**src/rtl/cdb_broadcaster_if.sv**
```systemverilog
// Result-offer and broadcast bundle between the functional units, the CDB
// transmit block and its consumers (ROB, RS, map table).
interface cdb_broadcaster_if #(
  parameter int ROB_SIZE = 32,
  parameter int XLEN     = 32,
  parameter int NUM_FU   = 4
);
  localparam int TW = $clog2(ROB_SIZE);

  logic [NUM_FU-1:0]      fu_valid;
  logic [NUM_FU*TW-1:0]   fu_tag;
  logic [NUM_FU*XLEN-1:0] fu_value;
  logic [NUM_FU-1:0]      fu_take_branch;
  logic [NUM_FU*XLEN-1:0] fu_npc;
  logic [NUM_FU-1:0]      fu_ready;

  logic                   cdb_valid;
  logic [TW-1:0]          cdb_tag;
  logic [XLEN-1:0]        cdb_value;
  logic                   cdb_take_branch;
  logic [XLEN-1:0]        cdb_npc;

  // master: the FU side that offers results and observes the broadcast
  modport master (
    output fu_valid, fu_tag, fu_value, fu_take_branch, fu_npc,
    input  fu_ready,
    input  cdb_valid, cdb_tag, cdb_value, cdb_take_branch, cdb_npc
  );

  // slave: the broadcaster itself
  modport slave (
    input  fu_valid, fu_tag, fu_value, fu_take_branch, fu_npc,
    output fu_ready,
    output cdb_valid, cdb_tag, cdb_value, cdb_take_branch, cdb_npc
  );
endinterface

```
**src/rtl/cdb_broadcaster.sv**
```systemverilog
// Common data bus transmit end: per-FU result FIFOs, a round-robin arbiter
// over the FIFO heads, and a registered one-result-per-cycle broadcast.
module cdb_broadcaster #(
  parameter int ROB_SIZE  = 32,
  parameter int XLEN      = 32,
  parameter int NUM_FU    = 4,
  parameter int BUF_DEPTH = 2
) (
  input  logic             clock,
  input  logic             reset,
  input  logic             squash_signal,
  cdb_broadcaster_if.slave bus
);
  localparam int TW = $clog2(ROB_SIZE);
  localparam int FW = $clog2(NUM_FU);
  localparam int PW = (BUF_DEPTH > 1) ? $clog2(BUF_DEPTH) : 1;
  localparam int CW = $clog2(BUF_DEPTH + 1);
  localparam logic [PW-1:0] PTR_LAST = PW'(BUF_DEPTH - 1);
  localparam logic [CW-1:0] CNT_FULL = CW'(BUF_DEPTH);

  logic [TW-1:0]     buf_tag    [NUM_FU][BUF_DEPTH];
  logic [XLEN-1:0]   buf_value  [NUM_FU][BUF_DEPTH];
  logic              buf_branch [NUM_FU][BUF_DEPTH];
  logic [XLEN-1:0]   buf_npc    [NUM_FU][BUF_DEPTH];

  logic [PW-1:0]     wr_ptr [NUM_FU];
  logic [PW-1:0]     rd_ptr [NUM_FU];
  logic [CW-1:0]     count  [NUM_FU];

  logic [NUM_FU-1:0] ready;
  logic [NUM_FU-1:0] not_empty;
  logic [NUM_FU-1:0] push;
  logic [NUM_FU-1:0] pop;

  logic              grant_valid;
  logic [FW-1:0]     grant_idx;
  logic [FW-1:0]     rr_ptr;

  logic [TW-1:0]     head_tag;
  logic [XLEN-1:0]   head_value;
  logic              head_branch;
  logic [XLEN-1:0]   head_npc;

  logic              cdb_valid_q;
  logic [TW-1:0]     cdb_tag_q;
  logic [XLEN-1:0]   cdb_value_q;
  logic              cdb_branch_q;
  logic [XLEN-1:0]   cdb_npc_q;

  // flush_now covers both reset and squash: every in-flight result is dropped
  logic              flush_now;
  assign flush_now = !reset || squash_signal;

  function automatic logic [PW-1:0] ptr_inc(input logic [PW-1:0] p);
    return (p == PTR_LAST) ? '0 : p + PW'(1);
  endfunction

  // ready depends on the registered count only, so a full FIFO stays
  // not-ready even in a cycle where its head is being granted
  for (genvar gi = 0; gi < NUM_FU; gi++) begin : g_fu
    assign ready[gi]     = (count[gi] < CNT_FULL);
    assign not_empty[gi] = (count[gi] != '0);
    assign push[gi]      = bus.fu_valid[gi] & ready[gi];
    assign pop[gi]       = grant_valid & (grant_idx == FW'(gi));
  end

  always_comb begin
    logic [FW-1:0] scan_idx;
    grant_valid = 1'b0;
    grant_idx   = '0;
    scan_idx    = '0;
    for (int k = 0; k < NUM_FU; k++) begin
      scan_idx = rr_ptr + FW'(k);
      if (!grant_valid && not_empty[scan_idx]) begin
        grant_valid = 1'b1;
        grant_idx   = scan_idx;
      end
    end
  end

  always_comb begin
    head_tag    = buf_tag[grant_idx][rd_ptr[grant_idx]];
    head_value  = buf_value[grant_idx][rd_ptr[grant_idx]];
    head_branch = buf_branch[grant_idx][rd_ptr[grant_idx]];
    head_npc    = buf_npc[grant_idx][rd_ptr[grant_idx]];
  end

  // storage carries no reset; validity lives entirely in the count
  always_ff @(posedge clock) begin
    for (int i = 0; i < NUM_FU; i++) begin
      if (!flush_now && push[i]) begin
        buf_tag[i][wr_ptr[i]]    <= bus.fu_tag[i*TW +: TW];
        buf_value[i][wr_ptr[i]]  <= bus.fu_value[i*XLEN +: XLEN];
        buf_branch[i][wr_ptr[i]] <= bus.fu_take_branch[i];
        buf_npc[i][wr_ptr[i]]    <= bus.fu_npc[i*XLEN +: XLEN];
      end
    end
  end

  always_ff @(posedge clock) begin
    if (flush_now) begin
      for (int i = 0; i < NUM_FU; i++) begin
        wr_ptr[i] <= '0;
        rd_ptr[i] <= '0;
        count[i]  <= '0;
      end
    end else begin
      for (int i = 0; i < NUM_FU; i++) begin
        if (push[i]) wr_ptr[i] <= ptr_inc(wr_ptr[i]);
        if (pop[i])  rd_ptr[i] <= ptr_inc(rd_ptr[i]);
        if (push[i] && !pop[i]) begin
          count[i] <= count[i] + CW'(1);
        end else if (!push[i] && pop[i]) begin
          count[i] <= count[i] - CW'(1);
        end
      end
    end
  end

  // NUM_FU is a power of two, so the pointer wraps naturally
  always_ff @(posedge clock) begin
    if (flush_now) begin
      rr_ptr       <= '0;
      cdb_valid_q  <= 1'b0;
      cdb_tag_q    <= '0;
      cdb_value_q  <= '0;
      cdb_branch_q <= 1'b0;
      cdb_npc_q    <= '0;
    end else if (grant_valid) begin
      rr_ptr       <= grant_idx + FW'(1);
      cdb_valid_q  <= 1'b1;
      cdb_tag_q    <= head_tag;
      cdb_value_q  <= head_value;
      cdb_branch_q <= head_branch;
      cdb_npc_q    <= head_npc;
    end else begin
      cdb_valid_q  <= 1'b0;
    end
  end

  assign bus.fu_ready        = ready;
  assign bus.cdb_valid       = cdb_valid_q;
  assign bus.cdb_tag         = cdb_tag_q;
  assign bus.cdb_value       = cdb_value_q;
  assign bus.cdb_take_branch = cdb_branch_q;
  assign bus.cdb_npc         = cdb_npc_q;

endmodule

```
**src/flat_wrapper.sv**
```systemverilog
// flat-port wrapper written by rule: the top's interface ports become plain ports
module cdb_broadcaster_flat 
#(
  parameter int ROB_SIZE  = 32,
  parameter int XLEN      = 32,
  parameter int NUM_FU    = 4,
  parameter int BUF_DEPTH = 2
)
  (clock, reset, squash_signal, bus_fu_valid, bus_fu_tag, bus_fu_value, bus_fu_take_branch, bus_fu_npc, bus_fu_ready, bus_cdb_valid, bus_cdb_tag, bus_cdb_value, bus_cdb_take_branch, bus_cdb_npc);
  cdb_broadcaster_if #(.ROB_SIZE(ROB_SIZE), .XLEN(XLEN), .NUM_FU(NUM_FU)) bus_i ();
  input  logic clock;
  input  logic reset;
  input  logic squash_signal;
  input wire logic [$bits(bus_i.fu_valid)-1:0] bus_fu_valid;
  input wire logic [$bits(bus_i.fu_tag)-1:0] bus_fu_tag;
  input wire logic [$bits(bus_i.fu_value)-1:0] bus_fu_value;
  input wire logic [$bits(bus_i.fu_take_branch)-1:0] bus_fu_take_branch;
  input wire logic [$bits(bus_i.fu_npc)-1:0] bus_fu_npc;
  output wire logic [$bits(bus_i.fu_ready)-1:0] bus_fu_ready;
  output wire logic [$bits(bus_i.cdb_valid)-1:0] bus_cdb_valid;
  output wire logic [$bits(bus_i.cdb_tag)-1:0] bus_cdb_tag;
  output wire logic [$bits(bus_i.cdb_value)-1:0] bus_cdb_value;
  output wire logic [$bits(bus_i.cdb_take_branch)-1:0] bus_cdb_take_branch;
  output wire logic [$bits(bus_i.cdb_npc)-1:0] bus_cdb_npc;
  assign bus_i.fu_valid = bus_fu_valid;
  assign bus_i.fu_tag = bus_fu_tag;
  assign bus_i.fu_value = bus_fu_value;
  assign bus_i.fu_take_branch = bus_fu_take_branch;
  assign bus_i.fu_npc = bus_fu_npc;
  assign bus_fu_ready = bus_i.fu_ready;
  assign bus_cdb_valid = bus_i.cdb_valid;
  assign bus_cdb_tag = bus_i.cdb_tag;
  assign bus_cdb_value = bus_i.cdb_value;
  assign bus_cdb_take_branch = bus_i.cdb_take_branch;
  assign bus_cdb_npc = bus_i.cdb_npc;
  cdb_broadcaster #(.ROB_SIZE(ROB_SIZE), .XLEN(XLEN), .NUM_FU(NUM_FU), .BUF_DEPTH(BUF_DEPTH)) u_core (.clock(clock), .reset(reset), .squash_signal(squash_signal), .bus(bus_i));
endmodule
```
**config.mk**
```make
export PLATFORM = sky130hd
export DESIGN_NAME = cdb_broadcaster_flat
export DESIGN_NICKNAME = d
export VERILOG_FILES = /design/src/rtl/cdb_broadcaster_if.sv /design/src/rtl/cdb_broadcaster.sv /design/src/flat_wrapper.sv
export SDC_FILE = /design/constraint.sdc
export NUM_CORES = 1
export LEC_CHECK = 0
export BUFFER_PORTS_ARGS = -buffer_cell sky130_fd_sc_hd__clkbuf_2
export CAP_MARGIN = 40
export CORE_AREA = 4 4 167 331
export CTS_CLUSTER_SIZE = 10
export DETAILED_ROUTE_END_ITERATION = 6
export DIE_AREA = 0 0 171 335
export GPL_ROUTABILITY_DRIVEN = 0
export HOLD_SLACK_MARGIN = 0.1
export MAX_ROUTING_LAYER = met4
export PLACE_DENSITY = 0.79
export RECOVER_POWER = 100
export SYNTH_ARGS = -nofsm -noshare
export SYNTH_HDL_FRONTEND = slang
export SYNTH_SLANG_ARGS = --single-unit
```
**constraint.sdc**
```tcl
create_clock -name clock -period 8.7 [get_ports clock]
set_clock_uncertainty 0.15 [all_clocks]
set_input_delay 1.74 -clock clock [delete_from_list [all_inputs] [get_ports clock]]
set_output_delay 1.74 -clock clock [all_outputs]
set_load 0.01 [all_outputs]
```
==> impl_metrics.toml, run 1 <==
[clock_network]
cts_setup_buffers = 0
hold_buffers = 0
path_clk_slew_ns = 0.05
root_buffer = "clkbuf_16"
cts_sinks = 649
post_cts_resized = 0
clk_path_buf_depth = 3
cts_buffers = 74
htreeDepth = 3
clkLatencyLatePin_ns = 0.63
cts_tree = "built"

[yosys]
syn_nets = 2059
ys_top_cells_by_area = "edfxtp_1 (67%), mux2_2 (6.2%), dfxtp_1 (5.7%), nand2_1 (4.4%), nand4_1 (3.4%)"
ys.flop_type = "edfxtp_1"
synth_top_area_cell = "edfxtp_1"
synthCells = 1770
yosysTopAreaCellShare = 0.673
ys_types = 46
synthTopCellsByCount = "edfxtp_1 (576), nand2_1 (301), mux2_2 (142)"
syn_avg_cell_area_um2 = 14.5
yosys_warnings = 0
synth_area_um2 = 25700
synth-async-reset-ratio = 0
synth_seq_cells = 649
seq_area_frac_synth = 0.730
synth-edff-count = 576
synth.most_common_cell = "edfxtp_1"

[power]
seqPwrFrac = 0.306
p_sw_w = 0.00506
p_comb_frac = 0.464
p_sw_frac = 0.411
clock_power_share = 0.230
ir_drop_mv = 0.473
leakage_nw = 9.58
intPower_w = 0.00724
powerDensity_nw_per_um2 = 411

[worst_setup_path]
cp_slowest_cell = "clkbuf_1"
critPathTopFamily = "buffers and inverters"
critPathArrivalTime_ns = 7.03
worst_path_most_repeated_cell = "clkbuf_1"
required_ns = 9.07
cp_cell_sequence = "clkbuf_1, nor2b_1, clkbuf_1, o21ai_0, a31oi_1"
criticalPathCategory = "in -> reg"
startpoint_type = "primary input"
critical-path-max-stage-delay_ns = 2.23
endpoint_kind = "flop"
critical_path.max_fanout = 54
path_buf_inv = 2

[timing]
fmax_mhz = 150
finalHoldViolations = 0
period_minus_slack_ns = 6.66
period_share = 0.766
relSlewSlack = -1.23
drv_slew = 704
tns_ns = 0
finalSetupViolations = 0
rsz0062_at_grt = "false"
worst_pin_slew_ns = 3.35

[finish]
final-seq-area_um2 = 18800
finalNetCount = 2382
stdcell_count = 2829
layout-area-overhead-vs-synth_pct = 16.3
final_cell_area_um2 = 29900
drive_gt1_frac = 0.133
multiInputGateArea_um2 = 6310
fillCellCount = 4231

[global_routing]
grt_pass1_wl_mm = 111
grt_use_total = 0.268
overflow = 0
grt_pass1_vias = 18300
grt_max_degree = 135
antenna_found_initial = 14

[die]
die_x_um = 171
die_y_um = 335
core_um2 = 52700
die_area_um2 = 57300
start_util = 0.488
std_cell_rows = 119
ioPinCount = 362

[placement]
hpwlAfterDp_mm = 49.9
placed_cell_area_um2 = 28300
placedCellCount = 2682
portBuffers = 361

[route]
drt_wl_total_mm = 76.9
dr.pass1.iters = 6
drc_errors = 0
num_vias = 17600
drt-initial-drc-count = 2059
drtAntennaViolNets = 0
drt-wirelength-per-cell_um = 27.2
drt-vias-per-instance = 6.23

[status]
status = "complete, but fails checks"
violations = "capacitance limit, slew limit"

[flow_run]
max_cap_violations = 19

[min_path]
hold_class = "reg -> reg"
-- worst reg2reg max path, stage by stage (launching register included) --
cell,delay [ns]
edfxtp_1,0.35
inv_1,0.09
ha_1,0.24
mux4_2,0.56
a32oi_1,0.41
clkbuf_1,2.27
mux2_1,0.48
nand3_4,0.48
buf_16,0.47
o2111ai_1,0.18
a31oi_1,0.13
-- sequential cells by signal, indices dropped and copies added, names as in the netlist --
register / cells
u_core.buf_value: 256
u_core.bus.cdb_npc: 32
u_core.bus.cdb_valid: 1
u_core.bus.cdb_tag: 5
u_core.count: 8
u_core.buf_tag: 40
u_core.buf_branch: 8
u_core.wr_ptr: 4
u_core.bus.cdb_take_branch: 1
u_core.rd_ptr: 4
u_core.rr_ptr: 2
u_core.bus.cdb_value: 32
u_core.buf_npc: 256
-- kinds of logic (layout without fill, tap and decap cells) --
group                    count (synthesis)  count (layout)  synth area share
AO/OA/AOI/OAI                          310             310            0.0872
XOR/XNOR                                 4               4           0.00136
adder cells (fa/ha/maj)                  2               2          0.000973
buffers and inverters                  163             543            0.0269
flip-flops                             649             649             0.730
multiplexers                           145             145            0.0638
other                                    0              14                 0
AND/OR/NAND/NOR                        497             497            0.0902
-- through the flow --
step	setup slack [ns]	util	total power (W)	hold slack, ns
floorplan	0.294	-	0.00788	0.380
global placement	4.16	0.532	0.00909	0.390
detailed placement	4.09	0.538	0.00948	0.393
CTS	4.15	0.579	0.0123	0.404
global route	1.96	0.567	0.0129	0.443
finish	2.04	0.567	0.0123	0.412
-- path summary, 6_finish.rpt --
check                                startpoint                               endpoint  slack [ns]  cells past startpoint
min          u_core.bus.cdb_npc[5]$_SDFFE_PN0N_     u_core.bus.cdb_npc[5]$_SDFFE_PN0N_        0.41                      2
max                                       reset    u_core.bus.cdb_npc[29]$_SDFFE_PN0N_        2.04                      5
min reg2reg  u_core.bus.cdb_npc[5]$_SDFFE_PN0N_     u_core.bus.cdb_npc[5]$_SDFFE_PN0N_        0.41                      2
max reg2reg        u_core.count[3][1]$_DFFE_PP_  u_core.bus.cdb_value[16]$_SDFFE_PN0N_        2.62                     10
-- area by class of cell --
| cell class | instances | share of cell area |
|---|---|---|
| flip-flops and latches | 649 | 0.627 |
| multi-input cells | 958 | 0.211 |
| clock buffers | 126 | 0.0684 |
| repair buffers | 400 | 0.0594 |
| well taps | 665 | 0.0278 |
| clock inverters | 7 | 0.00381 |
| inverters | 10 | 0.00126 |
| diodes | 14 | 0.00117 |
-- cells in the final DEF, fill, tap and decap left out, types with 3 or more instances in the layout --
master / instances
nand4_1: 140
and3_1: 4
edfxtp_1: 576
dfxtp_1: 73
or3_1: 3
nand2_1: 301
o2111ai_1: 71
buf_4: 11
nor2b_1: 5
clkbuf_1: 404
nand3_1: 5
nor2_1: 5
o221ai_1: 71
mux2_2: 141
a31oi_1: 72
inv_16: 4
diode_2: 14
clkbuf_16: 74
inv_1: 9
nor3_1: 17
or2_2: 4
a21oi_1: 6
clkbuf_2: 28
xnor2_1: 4
o21ai_0: 76
nand2b_1: 3
buf_16: 7
-- power by group through the flow --
stage	logic, W	registers, W	clock network [W]
2_1_floorplan	0.00406	0.00382	0
3_3_place_gp	0.00528	0.00381	0
3_5_place_dp	0.00566	0.00382	0
4_1_cts	0.00571	0.00375	0.00287
5_1_grt	0.00613	0.00378	0.00300
6_report	0.00570	0.00376	0.00283
-- layer usage --
| metal | vias to the layer above | track usage | wire length, µm |
|---|---|---|---|
| li1 | 7650 | - | - |
| met1 | 8564 | 0.287 | 25500 |
| met2 | 1146 | 0.449 | 39200 |
| met3 | 260 | 0.0583 | 7030 |
| met4 | 0 | 0.166 | 5160 |
| met5 | - | - | 0 |
Power figures use the tool's default switching activity.
==> inputs of run 2 (changes only) <==
Settings changed: PLACE_DENSITY 0.79 to 0.76.
Clock period 8.7 ns to 6.7 ns, I/O delays scaled along.
==> run 2 against run 1 <==
Combinational power rose by 31%. Register-to-register slack got worse by 1.2 ns. Worst hold slack got worse by 0.0027 ns. The run ends with DRC, capacitance limit, slew limit left. Critical path depth did not move. Cell count rose by 0.35%. Non-clock buffer count rose by 5. Wire length fell by 1.8%. First-iteration DRC count fell by 21%. Largest power group unchanged. Core utilization rose by 0.36 points. Clock-buffer cell count rose by 5. Flip-flop and latch count did not move. Clock power rose by 33%.
==> impl_metrics.toml, run 2 (synthesis results as in run 1) <==
[route]
dr.pass1.iters = 7
drt-initial-drc-count = 1634
drt-vias-per-instance = 6.18
drt_wl_total_mm = 75.5
drc_errors = 1
num_vias = 17600
drtAntennaViolNets = 0
drt-wirelength-per-cell_um = 26.6

[global_routing]
grt_pass1_vias = 18300
grt_pass1_wl_mm = 110
grt_max_degree = 105
antenna_found_initial = 14
overflow = 0
grt_use_total = 0.264

[finish]
multiInputGateArea_um2 = 6340
final_core_util = 0.571
stdcell_count = 2839
fillCellCount = 4395
layout_common_cells = "edfxtp_1 (576), clkbuf_1 (397), nand2_1 (301)"
final_common_cell = "edfxtp_1"
finalNetCount = 2388
final-seq-area_um2 = 18800
drive_gt1_frac = 0.140
layout-area-overhead-vs-synth_pct = 17.0

[die]
die_y_um = 335
std_cell_rows = 119
start_util = 0.488
die_x_um = 171
die_area_um2 = 57300
ioPinCount = 362
core_um2 = 52700

[timing]
finalHoldViolations = 0
rsz0062_at_grt = "false"
period_minus_slack_ns = 5.54
relSlewSlack = -1.22
drv_slew = 563
period_share = 0.827
worst_pin_slew_ns = 3.33
fmax_mhz = 180
finalSetupViolations = 0

[power]
p_sw_w = 0.00653
clock_power_share = 0.233
p_sw_frac = 0.406
p_comb_frac = 0.463
powerDensity_nw_per_um2 = 534
ir_drop_mv = 0.596
leakage_nw = 9.68
seqPwrFrac = 0.304
intPower_w = 0.00955

[status]
status = "complete, but fails checks"
violations = "DRC, capacitance limit, slew limit"

[min_path]
holdPathStages = 2
hold_start = "u_core.bus.cdb_npc[12]$_SDFFE_PN0N_"
hold_class = "reg -> reg"

[worst_setup_path]
crit_start = "reset"
startpoint_type = "primary input"
r2r_cells = 8
regToRegStartpoint = "u_core.rr_ptr[1]$_SDFFE_PN0N_"
cp_slowest_cell = "and3_1"
cp_cell_sequence = "clkbuf_1, nor2b_1, clkbuf_1, and3_1, buf_4"
endpoint_kind = "flop"
critical-path-max-stage-delay_ns = 1.74
critPathArrivalTime_ns = 5.62
worst_path_most_repeated_cell = "clkbuf_1"
criticalPathCategory = "in -> reg"
critical_path.max_fanout = 34
required_ns = 6.78

[clock_network]
clk_path_buf_depth = 3
post_cts_resized = 0
hold_buffers = 0
cts_setup_buffers = 0
root_buffer = "clkbuf_16"
cts_tree = "built"
cts_sinks = 649
cts_buffers = 75
clkLatencyLatePin_ns = 0.61
htreeDepth = 3
path_clk_slew_ns = 0.05

[placement]
portBuffers = 361
hpwlAfterDp_mm = 48.5
placedCellCount = 2687

[flow_run]
max_cap_violations = 16
-- run 2: cell type report --
cell class / instances / area share
clock inverters: 7 / 0.00295
repair buffers: 405 / 0.0617
flip-flops and latches: 649 / 0.623
multi-input cells: 958 / 0.211
diodes: 14 / 0.00116
well taps: 665 / 0.0276
inverters: 10 / 0.00125
clock buffers: 131 / 0.0714
-- run 2: power groups by stage --
stage                     Clock [W]  Combinational (W)  Sequential (W)
after floorplan                   0            0.00527         0.00496
after global placement            0            0.00700         0.00495
after detailed placement          0            0.00748         0.00496
after CTS                   0.00380            0.00750         0.00488
after global routing        0.00396            0.00799         0.00491
final                       0.00375            0.00744         0.00489
-- run 2: critical path: cells and delay by family --
| family | cells | cell delay, ns |
|---|---|---|
| buffers and inverters | 3 | 2.07 |
| AND/OR/NAND/NOR | 2 | 2.15 |
-- run 2: per-layer routing --
layer  vias to the layer above  routed length (µm)  GRT usage
met5                         -                   0          -
met4                         0                4260      0.147
met3                       241                5910     0.0513
met2                      1018               39100      0.445
met1                      8626               26300      0.291
li1                       7666                   -          -
-- run 2: final timing paths --
kind / end / slack [ns]
min reg2reg: u_core.bus.cdb_npc[12]$_SDFFE_PN0N_ / 0.41
max: u_core.buf_npc[0][2]$_DFFE_PP_ / 1.16
max reg2reg: u_core.count[0][1]$_SDFFCE_PN0P_ / 1.40
min: u_core.bus.cdb_npc[12]$_SDFFE_PN0N_ / 0.41
-- run 2: per-stage QoR --
stage	worst slack [ns]	power (W)	TNS [ns]	area, µm²	hold WS [ns]
global placement	2.29	0.0119	0	28100	0.390
detailed placement	2.31	0.0124	0	28400	0.396
finish	1.16	0.0161	0	30100	0.409
global route	0.982	0.0169	0	30100	0.426
CTS	2.19	0.0162	0	30600	0.408
floorplan	-0.714	0.0102	-249.84	25700	0.380
